### config.mk
export PLATFORM = sky130hd
export DESIGN_NAME = fetch_unit
export DESIGN_NICKNAME = d
export VERILOG_FILES = /design/src/rtl/fetch_unit_pkg.sv /design/src/rtl/fetch_ctrl.sv /design/src/rtl/fetch_unit.sv
export SDC_FILE = /design/constraint.sdc
export NUM_CORES = 1
export LEC_CHECK = 0
export BUFFER_PORTS_ARGS = -buffer_cell sky130_fd_sc_hd__buf_2
export CORE_ASPECT_RATIO = 1.25
export CORE_UTILIZATION = 35
export DETAILED_ROUTE_END_ITERATION = 6
export PLACE_DENSITY = 0.66
export SYNTH_ARGS = -nofsm -noshare
export SYNTH_HDL_FRONTEND = slang
export SYNTH_SLANG_ARGS = --single-unit
### constraint.sdc
create_clock -name clk_i -period 2.3 [get_ports clk_i]
set_input_delay 0.23 -clock clk_i [delete_from_list [all_inputs] [get_ports clk_i]]
set_output_delay 0.23 -clock clk_i [all_outputs]
set_load 0.005 [all_outputs]
### src/rtl/fetch_unit_pkg.sv
// Shared types and constants for the instruction fetch unit.
package fetch_unit_pkg;

  localparam int ADDR_W = 32;
  localparam logic [31:0] NOP = 32'h0000_0000;

  typedef enum logic [1:0] {
    ST_IDLE = 2'd0,
    ST_REQ  = 2'd1,
    ST_WAIT = 2'd2,
    ST_HOLD = 2'd3
  } fetch_state_t;

  // Instruction memory is word addressed; the low two address bits are dropped.
  function automatic logic [ADDR_W-1:0] word_align(input logic [ADDR_W-1:0] addr);
    return addr & ~(ADDR_W'(3));
  endfunction

endpackage

### src/rtl/fetch_ctrl.sv
// Fetch sequencing: IDLE/REQ/WAIT/HOLD state machine plus the discard flag
// that drops a response whose request was overtaken by a flush.
module fetch_ctrl
  import fetch_unit_pkg::*;
(
  input  logic clk_i,
  input  logic rst_i,
  input  logic start_i,
  input  logic stall_i,
  input  logic flush_i,
  input  logic mem_ready_i,
  input  logic mem_valid_i,
  output logic mem_req_o,
  output logic load_addr_o,
  output logic accept_o,
  output logic inst_valid_next_o
);

  fetch_state_t state_reg, state_next;
  logic         discard_reg, discard_next;
  logic         mem_req_reg;
  logic         load_addr;
  logic         accept;

  // Next-state, discard and strobe decode.
  always_comb begin
    state_next   = state_reg;
    discard_next = discard_reg;
    load_addr    = 1'b0;
    accept       = 1'b0;
    if (!start_i) begin
      state_next   = ST_IDLE;
      discard_next = 1'b0;
    end else begin
      unique case (state_reg)
        ST_IDLE: begin
          state_next = ST_REQ;
          load_addr  = 1'b1;
        end
        ST_REQ: begin
          if (flush_i && mem_ready_i) begin
            // The stale request was already accepted: wait for its response,
            // drop it, then refetch from the redirected PC.
            state_next   = ST_WAIT;
            discard_next = 1'b1;
          end else if (flush_i) begin
            load_addr = 1'b1;
          end else if (mem_ready_i) begin
            state_next = ST_WAIT;
          end
        end
        ST_WAIT: begin
          if (mem_valid_i) begin
            if (flush_i || discard_reg) begin
              state_next   = ST_REQ;
              discard_next = 1'b0;
              load_addr    = 1'b1;
            end else begin
              state_next = ST_HOLD;
              accept     = 1'b1;
            end
          end else if (flush_i) begin
            discard_next = 1'b1;
          end
        end
        ST_HOLD: begin
          if (flush_i || !stall_i) begin
            state_next = ST_REQ;
            load_addr  = 1'b1;
          end
        end
        default: begin
          state_next   = ST_IDLE;
          discard_next = 1'b0;
        end
      endcase
    end
  end

  // State, discard flag and registered request strobe.
  always_ff @(posedge clk_i) begin
    if (rst_i) begin
      state_reg   <= ST_IDLE;
      discard_reg <= 1'b0;
      mem_req_reg <= 1'b0;
    end else begin
      state_reg   <= state_next;
      discard_reg <= discard_next;
      mem_req_reg <= (state_next == ST_REQ);
    end
  end

  assign mem_req_o         = mem_req_reg;
  assign load_addr_o       = load_addr & ~rst_i;
  assign accept_o          = accept & ~rst_i;
  // HOLD is only entered by accepting a response, so it doubles as the valid flag.
  assign inst_valid_next_o = (state_next == ST_HOLD);

endmodule

### src/rtl/fetch_unit.sv
// Instruction fetch unit: issues one word read at a time and presents the
// returned instruction with its address to the IF/ID stage.
module fetch_unit
  import fetch_unit_pkg::*;
(
  input  logic              clk_i,
  input  logic              rst_i,
  input  logic              start_i,
  input  logic [ADDR_W-1:0] pc_i,
  input  logic              stall_i,
  input  logic              flush_i,
  output logic              mem_req_o,
  output logic [ADDR_W-1:0] mem_addr_o,
  input  logic              mem_ready_i,
  input  logic              mem_valid_i,
  input  logic [31:0]       mem_rdata_i,
  output logic [31:0]       inst_o,
  output logic [ADDR_W-1:0] inst_pc_o,
  output logic              inst_valid_o,
  output logic              pc_advance_o
);

  logic              load_addr;
  logic              accept;
  logic              inst_valid_next;
  logic [ADDR_W-1:0] addr_reg;
  logic [31:0]       inst_reg;
  logic [ADDR_W-1:0] inst_pc_reg;
  logic              inst_valid_reg;

  fetch_ctrl u_ctrl (
    .clk_i             (clk_i),
    .rst_i             (rst_i),
    .start_i           (start_i),
    .stall_i           (stall_i),
    .flush_i           (flush_i),
    .mem_ready_i       (mem_ready_i),
    .mem_valid_i       (mem_valid_i),
    .mem_req_o         (mem_req_o),
    .load_addr_o       (load_addr),
    .accept_o          (accept),
    .inst_valid_next_o (inst_valid_next)
  );

  // Address capture on REQ entry and instruction capture on accepted response.
  always_ff @(posedge clk_i) begin
    if (rst_i) begin
      addr_reg       <= '0;
      inst_reg       <= NOP;
      inst_pc_reg    <= '0;
      inst_valid_reg <= 1'b0;
    end else begin
      if (load_addr) begin
        addr_reg <= word_align(pc_i);
      end
      if (accept) begin
        inst_reg    <= mem_rdata_i;
        inst_pc_reg <= addr_reg;
      end
      inst_valid_reg <= inst_valid_next;
    end
  end

  assign mem_addr_o   = addr_reg;
  assign inst_o       = inst_reg;
  assign inst_pc_o    = inst_pc_reg;
  assign inst_valid_o = inst_valid_reg;
  assign pc_advance_o = accept;

endmodule
Word-level counts from Yosys, hierarchy flattened

Index checks and enable logic that the tools add are counted.

Bitwise operators: 4
Mux-type cells: 24
Equality and inequality tests: 8
Reduce and logical (&&, ||, !) cells: 8

Operator list:

| kind                 | count |
|---|---|
| $mux W1              | 14 |
| $mux W2              | 7 |
| $pmux W2 S4          | 1 |
| $eq A2 B2 Y1 const B | 3 |
| $eq A2 B1 Y1 const B | 2 |
| $pmux W1 S4          | 1 |
| $reduce_and A4 Y1    | 1 |
| $ne A3 B2 Y1 const B | 1 |
| $ne A3 B3 Y1 const B | 1 |
| $and A1 B1 Y1        | 2 |
| $logic_not A2 Y1     | 1 |
| $logic_or A1 B1 Y1   | 2 |
| $ne A2 B1 Y1 const B | 1 |
| $not A1 Y1           | 2 |
| $pmux W1 S2          | 1 |
| $reduce_bool A2 Y1   | 1 |
| $reduce_or A2 Y1     | 1 |
| $logic_and A1 B1 Y1  | 1 |
| $logic_not A1 Y1     | 1 |

Bits of input ports: 71
Register bits after elaboration: 97
Output and inout bits: 99

Longest topological paths before layout

Depth in word-level cells: 6
Gate-level depth with buffers: 6
Depth with buffers taken out: 5

Modules after synthesis

Synthesis repeated with hierarchy kept, for this count alone.

Cell total of the unflattened synthesis: 332
Area total of the unflattened synthesis: 3598.5 um^2

By module, submodules not included:

| module     | area an instance (um^2) | cells each | sequential area each (um^2) | times used |
|---|---|---|---|---|
| fetch_unit | 3355.7                  | 304        | 1861.8                      | 1 |
| fetch_ctrl | 242.7                   | 28         | 80.1                        | 1 |

Least setup slack after synthesis

Ideal clock, no wire load.

Path kind: reg2reg
Start point: register u_ctrl.state_reg[1]
End point: register addr_reg[10] (netlist: mem_addr_o[10])
Clock period less this slack: 1324 ps
Setup slack: 976 ps
Path buffers: 1
Arrival time: 1253 ps
Cell stages (with the launch flop): 6
Cells stage by stage: dfxtp_1 -> nand2b_1 -> o21ai_1 -> a211oi_4 -> buf_6 -> mux2i_1

Longest elaborated chain between the ends: 4

RTL lines:

| item                                       | RTL line         | RTL |
|---|---|---|
| start: declaration                         | fetch_ctrl.sv:19 | `fetch_state_t state_reg, state_next;` |
| start signal: assignment                   | fetch_ctrl.sv:87 | `state_reg <= state_next;` |
| $eq A2 B2 Y1, or another cell as far along | fetch_ctrl.sv:35 | `unique case (state_reg)` |
| $pmux W1 S4 *                              | fetch_ctrl.sv:35 |  |
| $mux W1 *                                  | fetch_ctrl.sv:31 | `if (!start_i) begin` |
| $and A1 B1 Y1 *                            | fetch_ctrl.sv:94 | `assign load_addr_o = load_addr & ~rst_i;` |
| end signal: assignment                     | fetch_unit.sv:54 | `addr_reg <= word_align(pc_i);` |
| end: declaration                           | fetch_unit.sv:26 | `logic [ADDR_W-1:0] addr_reg;` |

Every way passes the cells marked *; elsewhere a longest branch is shown, timed or not.
A chain may end at the register's enable or synchronous reset.

Final worst setup path

Start point: register u_ctrl.state_reg[1]
End point: output pc_advance_o

Longest elaborated chain between the ends: 4

RTL lines:

| item             | RTL line         | RTL |
|---|---|---|
| $eq A2 B2 Y1     | fetch_ctrl.sv:35 |  |
| $mux W1          | fetch_ctrl.sv:35 |  |
| $mux W1          | fetch_ctrl.sv:31 |  |
| $and A1 B1 Y1    | fetch_ctrl.sv:95 | `assign accept_o = accept & ~rst_i;` |
| end: declaration | fetch_unit.sv:20 | `output logic pc_advance_o` |

Every way passes these cells.

==> flow_metrics.env <==
export IMPL_cp_max_fo=13
export IMPL_synth_distinct_cells=25
export IMPL_grt_max_degree=124
export IMPL_place_inst=702
export IMPL_synth_xor_area_share=0
export IMPL_syn_area_um2=3760
export IMPL_h_tree_depth=3
export IMPL_min_period_ns=1.70
export IMPL_dp_hpwl_um=6150
export IMPL_drt_iter0_drc=99
export IMPL_wl_met1_um=3870
export IMPL_ir_drop_mv=0.367
export IMPL_ys_top_cells_by_count="nand2_1, dfxtp_1, a21oi_1, nand2b_1, mux2i_1"
export IMPL_status="finished clean"
export IMPL_utilization=0.482
export IMPL_cts_root_buf="clkbuf_16"
export IMPL_setup_viol=0
export IMPL_worstSetupEndpointType="primary output"
export IMPL_fmax_mhz=589
export IMPL_ant_nets=0
export IMPL_syn2layout_area_growth_pct=31.6
export IMPL_ys_warn_count=0
export IMPL_start_util=0.366
export IMPL_n_antenna_cell=0
export IMPL_wirelength_um=8720
export IMPL_viasPerCell=4.60
export IMPL_layout_nets=655
export IMPL_slew_headroom=0.302
export IMPL_ys_seq_area_frac=0.516
export IMPL_synth_simple_area_share=0.250
export IMPL_synth_most_common_cell="nand2_1"
export IMPL_critical_path_class="register to primary output"
export IMPL_required_ns=2.07
export IMPL_synth_top_family_by_area="simple AND/OR/NAND/NOR gates"
export IMPL_yosysTopAreaCell="dfxtp_1"
export IMPL_seq_area_um2=1940
export IMPL_hold_viol=0
export IMPL_first_pass_iters=4
export IMPL_drt_wirelength_per_cell_um=12.2
export IMPL_synthAdderAreaFrac=0
export IMPL_setup_tns_ns=0
export IMPL_skew_ns=0.00427
export IMPL_die_y_um=118
export IMPL_numCtsBuffers=9
export IMPL_ios=170
export IMPL_dpl_cell_area_um2=4610
export IMPL_synth_edf_count=0
export IMPL_worst_pin_slew_ns=1.05
export IMPL_ctsHoldBuffers=0
export IMPL_slew_viol_final=0
export IMPL_layout_setup_ws_ns=0.603
export IMPL_rsz0062_at_grt="no"
export IMPL_rows=41
export IMPL_die_width_um=94.7
export IMPL_clkLatencyLatePin_ns=0.33
export IMPL_worst_setup_path_start_kind="register"
export IMPL_largest_register_ffs=32
export IMPL_grt_pass1_vias=3010
export IMPL_yosysTopAreaCellShare=0.516
export IMPL_fin_cells=717
export IMPL_critPathArrivalTime_ns=1.47
export IMPL_cts_tree="yes"
export IMPL_synth_compound_area_frac=0.0992
export IMPL_cts_buffer_depth=2
export IMPL_ys_ff_latch=97
export IMPL_route_met3_wl_um=671
export IMPL_async_flop_share=0
export IMPL_grt_overflow_total=0
export IMPL_top_layer="met4"
export IMPL_power_per_cell_area_nw_per_um2=741
export IMPL_wl_met2_um=3940
export IMPL_antenna_found_initial=0
export IMPL_hold_path_class="input port to register"
export IMPL_cts_resized=0
export IMPL_grt_total_usage=0.157
export IMPL_dr_total_vias=3300
export IMPL_fin_area_um2=4950
export IMPL_multi_input_comb_area_um2=1630
export IMPL_synth_cells=432
export IMPL_grt_pass1_wl_um=13900
export IMPL_place_ws_ns=0.642
export IMPL_synthMuxAreaShare=0.0799
export IMPL_leakage_nw=2.25
export IMPL_remaining_drc_errors=0
export IMPL_dieArea_um2=11200
export IMPL_cts_clk_slew_worst_paths_ns=0.07
export IMPL_postCtsSetupBuffers=0
export IMPL_port_buffers=163
export IMPL_max_cap_violations=0
export IMPL_drive_gt1_frac=0.320
export IMPL_clock_sinks=97
export IMPL_synth_avg_cell_area_um2=8.70
export IMPL_fillers=1063
export IMPL_fin_crit_sh=0.738
export IMPL_gp_congestion=0.807
export IMPL_synth_area_top_cells="dfxtp_1, nand2_1, nand2b_1"
export IMPL_coreArea_um2=10300
export IMPL_synth_ff_type="dfxtp_1"
==> power by group <==
group / total, mW / internal [mW] / switching, mW
Clock: 1.67 / 1.06 / 0.607
Combinational: 0.249 / 0.131 / 0.117
Sequential: 1.75 / 1.72 / 0.0328
Total: 3.67 / 2.91 / 0.757
==> layout by cell type, fill, tap and decap left out, types with 2 or more instances in the layout <==
master     count
mux2i_1       30
nand2_1      126
bufinv_16      3
clkbuf_16      9
nand2b_1      62
buf_4          8
and2b_1        2
a21oi_1       64
nor2_1         4
conb_1         4
buf_2        162
inv_1          2
dfxtp_1       97
==> stage by stage <==
step / power (mW) / hold WS, ns
finish: 3.67 / 0.127
global placement: 2.04 / 0.439
detailed placement: 2.04 / 0.445
global route: 3.82 / 0.131
CTS: 3.72 / 0.112
floorplan: 1.93 / 0.325
==> worst max-delay path: stages, from the launching register on <==
cell     delay [ns]
dfxtp_1        0.42
and2b_1        0.21
nand4_4        0.11
inv_2          0.22
buf_2          0.16
==> final timing paths <==
check / from / slack, ns / end / cells after the start
worst max-delay path: u_ctrl.state_reg[1]$_SDFF_PP0_ / 0.60 / pc_advance_o / 4
worst min-delay path: mem_rdata_i[24] / 0.13 / inst_o[24]$_SDFFE_PP0P_ / 3
worst min register to register: inst_pc_o[22]$_SDFFE_PP0P_ / 0.45 / inst_pc_o[22]$_SDFFE_PP0P_ / 2
worst max register to register: u_ctrl.state_reg[1]$_SDFF_PP0_ / 0.68 / inst_o[27]$_SDFFE_PP0P_ / 6
==> per-layer routing <==
metal | vias up | GRT usage
met5 | - | 0
met4 | 0 | 0.0900
met3 | 22 | 0.0407
met2 | 135 | 0.249
met1 | 1466 | 0.187
li1 | 1677 | -
==> cells by family after synthesis <==
family / after synthesis
flip-flops: 97
buffers and inverters: 35
AO/OA/AOI/OAI: 70
other: 1
multiplexers: 30
AND/OR/NAND/NOR: 199
==> final cells by class <==
type | instances | share of cell area
Clock buffer | 10 | 0.0463
Clock inverter | 5 | 0.0210
Inverter | 3 | 0.00228
Multi-Input combinational cell | 303 | 0.329
Sequential cell | 97 | 0.393
Tap cell | 129 | 0.0326
Timing Repair Buffer | 170 | 0.176
Power figures use the tool's default switching activity.
